==> config.mk <==
export PLATFORM = sky130hd
export DESIGN_NAME = bht_assoc
export DESIGN_NICKNAME = d
export VERILOG_FILES = /design/src/rtl/bht_assoc.sv
export SDC_FILE = /design/constraint.sdc
export NUM_CORES = 2
export LEC_CHECK = 0
export BUFFER_PORTS_ARGS = -buffer_cell sky130_fd_sc_hd__buf_2
export CORE_UTILIZATION = 45
export DETAILED_ROUTE_END_ITERATION = 12
export GPL_ROUTABILITY_DRIVEN = 0
export PLACE_DENSITY = 0.75
export SYNTH_ARGS = -nofsm -noshare
export SYNTH_HDL_FRONTEND = slang
export SYNTH_SLANG_ARGS = --single-unit
==> constraint.sdc <==
create_clock -name CLK -period 4.1 [get_ports CLK]
set_input_delay 0.205 -clock CLK [delete_from_list [all_inputs] [get_ports CLK]]
set_output_delay 0.205 -clock CLK [all_outputs]
set_load 0.01 [all_outputs]
==> src/rtl/bht_assoc.sv <==
// Set-associative branch history table.
// - IF: combinational lookup gives the prediction and the predicted target.
// - ID: a branch or jump that misses is allocated into the set's FIFO victim way.
// - EXE: the branch outcome is resolved, a correction is selected and the
//   saturating counter of a hitting entry is updated.
module bht_assoc #(
    parameter int PC_W     = 10,
    parameter int SET_BITS = 4,
    parameter int WAY_BITS = 2,
    parameter int CTR_W    = 2,
    parameter int PC_STEP  = 1
) (
    input  logic            CLK,
    input  logic            rst,
    // fetch
    input  logic [PC_W-1:0] if_PC,
    output logic            if_prediction,
    output logic            if_hit,
    output logic [PC_W-1:0] if_PBT,
    // decode
    input  logic [PC_W-1:0] id_PC,
    input  logic [PC_W-1:0] id_branchtarget,
    input  logic            id_is_btype,
    input  logic            id_is_jump,
    input  logic            id_stall,
    // execute
    input  logic [PC_W-1:0] exe_PC,
    input  logic            exe_valid,
    input  logic            exe_pred_taken,
    input  logic [PC_W-1:0] exe_target,
    input  logic            exe_z,
    input  logic            exe_less,
    input  logic [5:0]      exe_btype,
    output logic [1:0]      exe_correction,
    output logic [PC_W-1:0] exe_PBT,
    output logic [PC_W-1:0] exe_CNI,
    output logic            flush
);

    localparam int SETS  = 1 << SET_BITS;
    localparam int WAYS  = 1 << WAY_BITS;
    localparam int TAG_W = PC_W - SET_BITS;
    localparam int PTR_W = (WAY_BITS > 0) ? WAY_BITS : 1;

    // Saturation limit and the weak not-taken start value (MSB clear, rest set).
    localparam logic [CTR_W-1:0] CTR_MAX = '1;
    localparam logic [CTR_W-1:0] CTR_WNT = CTR_MAX >> 1;

    typedef struct packed {
        logic             hit;
        logic [PTR_W-1:0] way;
    } lookup_t;

    // Table storage: valid bits and FIFO pointers are reset, the payload is not.
    logic [WAYS-1:0]  valid_q    [SETS];
    logic [TAG_W-1:0] tag_q      [SETS][WAYS];
    logic [PC_W-1:0]  target_q   [SETS][WAYS];
    logic [CTR_W-1:0] ctr_q      [SETS][WAYS];
    logic [PTR_W-1:0] fifo_ptr_q [SETS];

    // Search one set for a tag; the lowest matching way wins.
    function automatic lookup_t lookup(input logic [SET_BITS-1:0] set,
                                       input logic [TAG_W-1:0]    tag);
        lookup_t r;
        r = '0;
        for (int w = WAYS - 1; w >= 0; w--) begin
            if (valid_q[set][w[PTR_W-1:0]] && tag_q[set][w[PTR_W-1:0]] == tag) begin
                r.hit = 1'b1;
                r.way = w[PTR_W-1:0];
            end
        end
        return r;
    endfunction

    logic [SET_BITS-1:0] if_set, id_set, exe_set;
    logic [TAG_W-1:0]    if_tag, id_tag, exe_tag;
    lookup_t             if_lk, id_lk, exe_lk;

    assign if_set  = if_PC[SET_BITS-1:0];
    assign if_tag  = if_PC[PC_W-1:SET_BITS];
    assign id_set  = id_PC[SET_BITS-1:0];
    assign id_tag  = id_PC[PC_W-1:SET_BITS];
    assign exe_set = exe_PC[SET_BITS-1:0];
    assign exe_tag = exe_PC[PC_W-1:SET_BITS];

    // Zero-latency lookups for the three pipeline stages.
    always_comb begin
        if_lk  = lookup(if_set, if_tag);
        id_lk  = lookup(id_set, id_tag);
        exe_lk = lookup(exe_set, exe_tag);
    end

    // IF outputs: prediction and target only when the tag hits.
    always_comb begin
        // NOTE: every output gets a default first so no path can infer a latch.
        if_hit        = if_lk.hit;
        if_prediction = 1'b0;
        if_PBT        = '0;
        if (if_lk.hit) begin
            if_prediction = ctr_q[if_set][if_lk.way][CTR_W-1];
            if_PBT        = target_q[if_set][if_lk.way];
        end
    end

    // Branch resolution; exe_btype is {beq,bne,blt,bge,bltu,bgeu}.
    logic exe_active;
    logic feedback;

    assign exe_active = exe_valid && (|exe_btype);
    assign feedback   = (exe_btype[5] &&  exe_z)    ||
                        (exe_btype[4] && !exe_z)    ||
                        (exe_btype[3] &&  exe_less) ||
                        (exe_btype[2] && !exe_less) ||
                        (exe_btype[1] &&  exe_less) ||
                        (exe_btype[0] && !exe_less);

    // Correction select: redirect only when the piped prediction was wrong.
    always_comb begin
        exe_correction = 2'b00;
        if (exe_active && (exe_pred_taken != feedback))
            exe_correction = feedback ? 2'b11 : 2'b10;
    end

    assign flush   = exe_correction[1];
    assign exe_PBT = exe_target;
    assign exe_CNI = exe_PC + PC_W'(PC_STEP);

    // Write control for ID allocation and EXE counter update.
    logic             alloc_en;
    logic [PTR_W-1:0] alloc_way;
    logic [PTR_W-1:0] ptr_next;
    logic [CTR_W-1:0] alloc_ctr;
    logic             upd_en;
    logic [CTR_W-1:0] ctr_cur;
    logic [CTR_W-1:0] ctr_next;

    assign alloc_en  = (id_is_btype || id_is_jump) && !id_stall && !id_lk.hit;
    assign alloc_way = fifo_ptr_q[id_set];
    assign ptr_next  = (alloc_way == PTR_W'(WAYS - 1)) ? '0 : alloc_way + PTR_W'(1);
    // A branch starts weakly not-taken even if it is also flagged as a jump.
    assign alloc_ctr = id_is_btype ? CTR_WNT : CTR_MAX;

    // Allocation into the very entry EXE is updating wins; the update is dropped.
    assign upd_en  = exe_active && exe_lk.hit &&
                     !(alloc_en && (id_set == exe_set) && (alloc_way == exe_lk.way));
    assign ctr_cur = ctr_q[exe_set][exe_lk.way];

    // Saturating counter step toward the resolved direction.
    always_comb begin
        ctr_next = ctr_cur;
        if (feedback && ctr_cur != CTR_MAX)
            ctr_next = ctr_cur + CTR_W'(1);
        else if (!feedback && ctr_cur != '0)
            ctr_next = ctr_cur - CTR_W'(1);
    end

    // Control state: valid bits and FIFO pointers, cleared by reset.
    always_ff @(posedge CLK) begin
        // NOTE: sequential state uses non-blocking assignments so every register
        // samples pre-edge values regardless of statement order.
        if (rst) begin
            valid_q    <= '{default: '0};
            fifo_ptr_q <= '{default: '0};
        end else if (alloc_en) begin
            valid_q[id_set][alloc_way] <= 1'b1;
            fifo_ptr_q[id_set]         <= ptr_next;
        end
    end

    // Payload arrays: tag/target/counter writes, suppressed while in reset.
    always_ff @(posedge CLK) begin
        // NOTE: the payload is deliberately not reset; valid bits guard it, and
        // leaving it reset-free lets it map onto plain RAM.
        if (!rst) begin
            if (upd_en)
                ctr_q[exe_set][exe_lk.way] <= ctr_next;
            if (alloc_en) begin
                tag_q[id_set][alloc_way]    <= id_tag;
                target_q[id_set][alloc_way] <= id_branchtarget;
                ctr_q[id_set][alloc_way]    <= alloc_ctr;
            end
        end
    end

endmodule

# --- Word-level counts from Yosys, hierarchy flattened ---
# Memory sizes are Yosys's and may differ from the RTL's.
# Cells that the tools add are included.
word_totals:
  register_bits: 96
  mem_bits_rw: 1152
  input_bits: 65
  out_inout_bits: 35
  word_cells: 184
  memories: 3
mem_list:
  columns: ["memory", "words", "word_bits", "read_ports", "rd_clocked_by_memory_dff", "write_ports", "line", "source"]
  rows:
  - ["target_q", 16, 40, 1, 0, 1, "57", "logic [PC_W-1:0] target_q [SETS][WAYS];"]
  - ["tag_q", 16, 24, 3, 0, 1, "56", "logic [TAG_W-1:0] tag_q [SETS][WAYS];"]
  - ["ctr_q", 16, 8, 2, 0, 2, "58", "logic [CTR_W-1:0] ctr_q [SETS][WAYS];"]
classes:
  addsub: 4
  n_lt_le_gt_ge: 11
  n_eq_ne: 17
  muxes: 64
  bitwise: 7
  reduce_logical: 46
op_table:
  columns: ["cell", "n"]
  rows:
  - ["6-bit equality test", 12]
  - ["64-bit OR", 1]
  - ["4-bit binary-select mux with 4-bit select", 3]
  - ["10-bit two-way mux", 4]
  - ["40-bit two-way mux", 1]
  - ["3-bit two-way mux", 12]
  - ["32-bit bitwise mux", 1]
  - ["1-bit logical AND", 32]
  - ["2-bit two-way mux", 14]
  - ["4-bit two-way mux", 7]
  - ["24-bit two-way mux", 1]
  - ["10-bit binary-select mux with 2-bit select", 1]
  - ["10-bit demux with 2-bit select", 1]
  - ["4-bit demux with 4-bit select", 1]
  - ["8-bit two-way mux", 2]
  - ["5-bit greater-or-equal comparator, second input constant", 3]
  - ["4-bit inverter with 5-bit output", 3]
  - ["6-bit demux with 2-bit select", 1]
  - ["10-bit by 1-bit adder with 10-bit output, second input constant", 1]
  - ["3-bit greater-or-equal comparator, second input constant", 3]
  - ["2-bit inverter with 3-bit output", 3]
  - ["2-bit binary-select mux with 2-bit select", 2]
  - ["2-bit binary-select mux with 4-bit select", 1]
  - ["2-bit demux with 2-bit select", 2]
  - ["other kinds (19)", 37]

# --- Logic depth before layout (Yosys ltp) ---
logic_depth:
  depth_word: 18
  depth_mapped: 20
  mapped_depth_nobuf: 14

# --- Worst setup path after synthesis ---
# No wires, ideal clock.
synth_path:
  kind: "input-to-reg"
  start: "in exe_PC[0]"
  end: "mem ctr_q[13][3] (netlist bit) (data pin)"
  setup_ps: 270
  arrival_time_ps: 3678
  required_time_ps: 3830
  slack_ps: 152
  cell_stages: 17
  path_cell_list: "buf_2 buf_6 buf_6 buf_4 buf_4 mux4_2 mux4_2 nor3_1 a211oi_1 o211ai_2 inv_1 ha_1 nor2b_1 o22ai_1 mux2i_4 buf_2 mux2i_1"
synth_lines:
  columns: ["item", "line", "source"]
  rows:
  - ["from (decl)", "27", "input logic [PC_W-1:0] exe_PC,"]
  - ["to (decl)", "58", null]

==> impl_metrics.env <==
export IMPL_grt_pass1_vias=38220
export IMPL_postSynthAreaPerCell_sq_um=16.83
export IMPL_numCtsBuffers=121
export IMPL_fmax_mhz=216.4
export IMPL_start_util=0.4537
export IMPL_gr_usage_all_layers=0.2767
export IMPL_clk_insertion_delay_late_ns=0.76
export IMPL_status="complete, but fails checks"
export IMPL_die_w_um=366.3
export IMPL_hold_path_class="in2reg"
export IMPL_ir_drop_mv=0.3714
export IMPL_yosysUniqueCellTypes=79
export IMPL_sw_frac_of_total=0.2433
export IMPL_min_period_ns=4.620
export IMPL_ys_warn_count=0
export IMPL_failed_checks="setup timing"
export IMPL_synth_edf_count=1088
export IMPL_pwr_density_cell_nw_per_um2=404.5
export IMPL_row_count=133
export IMPL_muxShareOfSynthArea=0.2674
export IMPL_clk_pin_slew_ns=0.07
export IMPL_leakage_uw=0.02525
export IMPL_synthSimpleGateAreaFrac=0.03796
export IMPL_place_ws_ns=-0.5367
export IMPL_critPathMaxStageDelay_ns=0.55
export IMPL_setup_violations=139
export IMPL_fin_util=0.5431
export IMPL_crit_type="reg2out"
export IMPL_worst_slack_ns=-0.5203
export IMPL_core_area_sq_um=131600
export IMPL_dp_hpwl_um=120000
export IMPL_finalHoldViolCount=0
export IMPL_drt_pass1_iter_count=8
export IMPL_antenna_found_initial=5
export IMPL_die_h_um=366.3
export IMPL_cp_end_kind="output pin"
export IMPL_dp_cells=5611
export IMPL_netlist_instances=3548
export IMPL_pin_count=100
export IMPL_skew_ns=0.03642
export IMPL_cts_root_buf="clkbuf_16"
export IMPL_final_cells=5874
export IMPL_cts_tree="built"
export IMPL_cts_sinks=1248
export IMPL_switching_power_uw=7036
export IMPL_critPathLaunchType="flip-flop"
export IMPL_cp_max_fo=8
export IMPL_synth_seq_cells=1248
export IMPL_synthToLayoutAreaGrowth_pct=19.69
export IMPL_synth_ff_type="edfxtp_1"
export IMPL_synth_compound_area_frac=0.04282
export IMPL_yosysSeqAreaShare=0.6007
export IMPL_relSlewSlack=0.1718
export IMPL_synth_adder_area_share=0.002095
export IMPL_cp_required_ns=3.89
export IMPL_crit_slowest_cell="mux4_2"
export IMPL_vias=38930
export IMPL_synth_xor_area_frac=0.01439
export IMPL_io_buffer_count=79
export IMPL_drv_cap=0
export IMPL_crit_chain="mux4_2, mux4_2, xnor2_2, nand4_1, or4_4, nor2b_1, or3_4, buf_6, o221ai_1, buf_2"
export IMPL_wirelength_um=189900
export IMPL_tightest_slew_ns=1.242
export IMPL_htree_levels=3
export IMPL_syn_cell_area_sq_um=59720
export IMPL_cp_common_cell="mux4_2"
export IMPL_post_drt_wl_per_cell_um=32.32
export IMPL_fp_dieArea_sq_um=134200
export IMPL_period_share=1.127
export IMPL_drv_slew=0
export IMPL_detail_route_antenna_nets=0
export IMPL_cp_top_family="simple AND/OR/NAND/NOR gates"
export IMPL_globalRouteOverflowTotal=0
export IMPL_grt_pass1_wl_um=270200
export IMPL_layout_nets=4087
export IMPL_clkPwrFrac=0.389
export IMPL_crit_arrival_ns=4.42
export IMPL_comb_power_share=0.127
export IMPL_grt_max_degree=94
export IMPL_clockBufferDepth=3
export IMPL_synth_top_family_by_area="multiplexers"
export IMPL_drive_above_1_share=0.3690
export IMPL_drt_initial_drc_count=6230
export IMPL_syn_nets=3623
export IMPL_drc=0
export IMPL_p_seq_frac=0.484
export IMPL_crit_buf_inv=2
export IMPL_via_per_inst=6.627
export IMPL_rsz0062_at_grt="true"
export IMPL_async_reset_ff_frac=0
export IMPL_p_int_uw=21880
state kept, by name (all words and copies together) (netlist names):
name        cells
target_q      640
tag_q         384
ctr_q         128
valid_q        64
fifo_ptr_q     32
placed cells by master, fill, tap and decap left out, types with 18 or more instances in the layout:
master and count:
inv_1 146, nand2_1 131, buf_2 66, nor3_4 19
a31oi_1 54, mux2i_1 270, o21ai_0 148, clkinv_1 20
buf_12 116, xnor2_1 63, dfxtp_1 160, nor3_2 18
edfxtp_1 1088, a21oi_1 32, mux2_2 27, xor2_1 29
clkbuf_16 131, nor2_1 101, nor2b_1 24, clkbuf_1 34
a22oi_1 26, nand3_1 24, mux4_2 570, buf_4 399
o21ai_1 53, nor3_1 34
final timing paths:
| check | start | to | slack, ns | cells after the start |
|---|---|---|---|---|
| worst max-delay path | tag_q[15][9] | if_PBT[1] | -0.52 | 10 |
| worst min-delay path | id_PC[4] | tag_q[1][0] | 0.05 | 1 |
| worst max register to register | tag_q[14][0] | ctr_q[1][2] | -0.22 | 18 |
| worst min register to register | fifo_ptr_q[4] | fifo_ptr_q[4] | 0.50 | 2 |
through the flow:
step	total power [uW]	area, sq um	hold WS, ns	setup TNS (ns)
final	28920	71490	0.04865	-17.61
after floorplan	16040	59720	0.3039	0
after global routing	29550	71480	0.01464	-34.71
after CTS	28460	70710	0.009815	-8.081
after global placement	17020	66090	0.4101	-90.76
after detailed placement	17080	66100	0.4101	-98.17
power groups by stage:
stage | logic (uW) | clock network [uW] | registers, uW
2_1_floorplan | 1810 | 0 | 14200
3_3_place_gp | 2780 | 0 | 14200
3_5_place_dp | 2840 | 0 | 14200
4_1_cts | 3220 | 11300 | 14000
5_1_grt | 3790 | 11800 | 14000
6_report | 3680 | 11200 | 14000
layout make-up:
| cell class | instances | area, sq um |
|---|---|---|
| fill | 9859 | 60140 |
| multi-input combinational | 1872 | 22610 |
| sequential | 1248 | 35870 |
| inverter | 150 | 563.0 |
| clock buffer | 171 | 3421 |
| tap | 1755 | 2196 |
| antenna | 2 | 5.005 |
| clock inverter | 57 | 565.5 |
| timing repair buffer | 619 | 6252 |
cell families (layout without fill, tap and decap cells):
logic type / after synthesis / in the layout
AO/OA/AOI/OAI: 416 / 416
XOR/XNOR: 96 / 96
adder cells (fa/ha/maj): 10 / 10
buffers and inverters: 428 / 997
flip-flops: 1248 / 1248
multiplexers: 878 / 878
other: 0 / 2
AND/OR/NAND/NOR: 472 / 472
worst reg2reg max path, delay by kind of cell (launching register included):
kind / cells / cell delay [ns]
AOI/OAI and AO/OA: 6 / 1.03
xor gates and xnor gates: 1 / 0.44
adders and majority gates: 1 / 0.14
buffers and inverters: 5 / 0.71
DFF: 1 / 0.41
muxes: 2 / 0.60
and+or+nand+nor: 3 / 0.92
Yosys cell counts, types with 3 or more instances:
master / count / share of area
inv_1: 148 / 0.0093
a21oi_1: 32 / 0.0027
buf_2: 81 / 0.0068
nor2_1: 103 / 0.0065
buf_1: 26 / 0.0016
nand3_1: 40 / 0.0034
nor4_1: 9 / 0.00094
mux2i_1: 278 / 0.047
o31ai_1: 3 / 0.00038
buf_8: 3 / 0.00075
a32oi_1: 6 / 0.00088
buf_12: 3 / 0.0010
a22oi_1: 26 / 0.0033
a22o_1: 8 / 0.0012
nand4_1: 9 / 0.00094
and3_1: 17 / 0.0018
o22ai_1: 14 / 0.0015
o211ai_1: 5 / 0.00063
xnor2_1: 66 / 0.0097
buf_6: 17 / 0.0032
or3_1: 4 / 0.00042
a221oi_2: 3 / 0.00075
or4_1: 3 / 0.00038
and2_1: 16 / 0.0017
dfxtp_1: 160 / 0.054
clkbuf_1: 108 / 0.0068
buf_4: 40 / 0.0050
o221ai_1: 12 / 0.0018
mux4_2: 569 / 0.21
mux2_2: 28 / 0.0053
edfxtp_1: 1088 / 0.55
a31oi_1: 55 / 0.0058
o21ai_0: 150 / 0.013
ha_1: 10 / 0.0021
a221oi_1: 9 / 0.0013
nand2_1: 148 / 0.0093
o2111ai_1: 3 / 0.00044
nor3_1: 66 / 0.0055
nor3_2: 3 / 0.00050
nand2b_1: 7 / 0.00073
xor2_1: 29 / 0.0043
a211oi_1: 18 / 0.0023
nor2b_1: 27 / 0.0028
o21ai_1: 53 / 0.0044
metal layers:
metal / up-vias / part of all wire / GRT usage
li1: 15310 / - / -
met3: 694 / 0.12 / 0.06619
met2: 3190 / 0.47 / 0.4359
met5: - / 0.00023 / 0
met1: 19730 / 0.35 / 0.3513
met4: 8 / 0.068 / 0.1591
repair_timing:
action                     4_1_cts  5_1_grt
gates cloned                     6        8
gates resized for setup         70      128
hold endpoints to repair        10        0
pin swaps                       21       64
hold buffers                     3        0
setup endpoints to repair      140      155
setup buffers                   14       12
(Power assumes the default switching activity.)
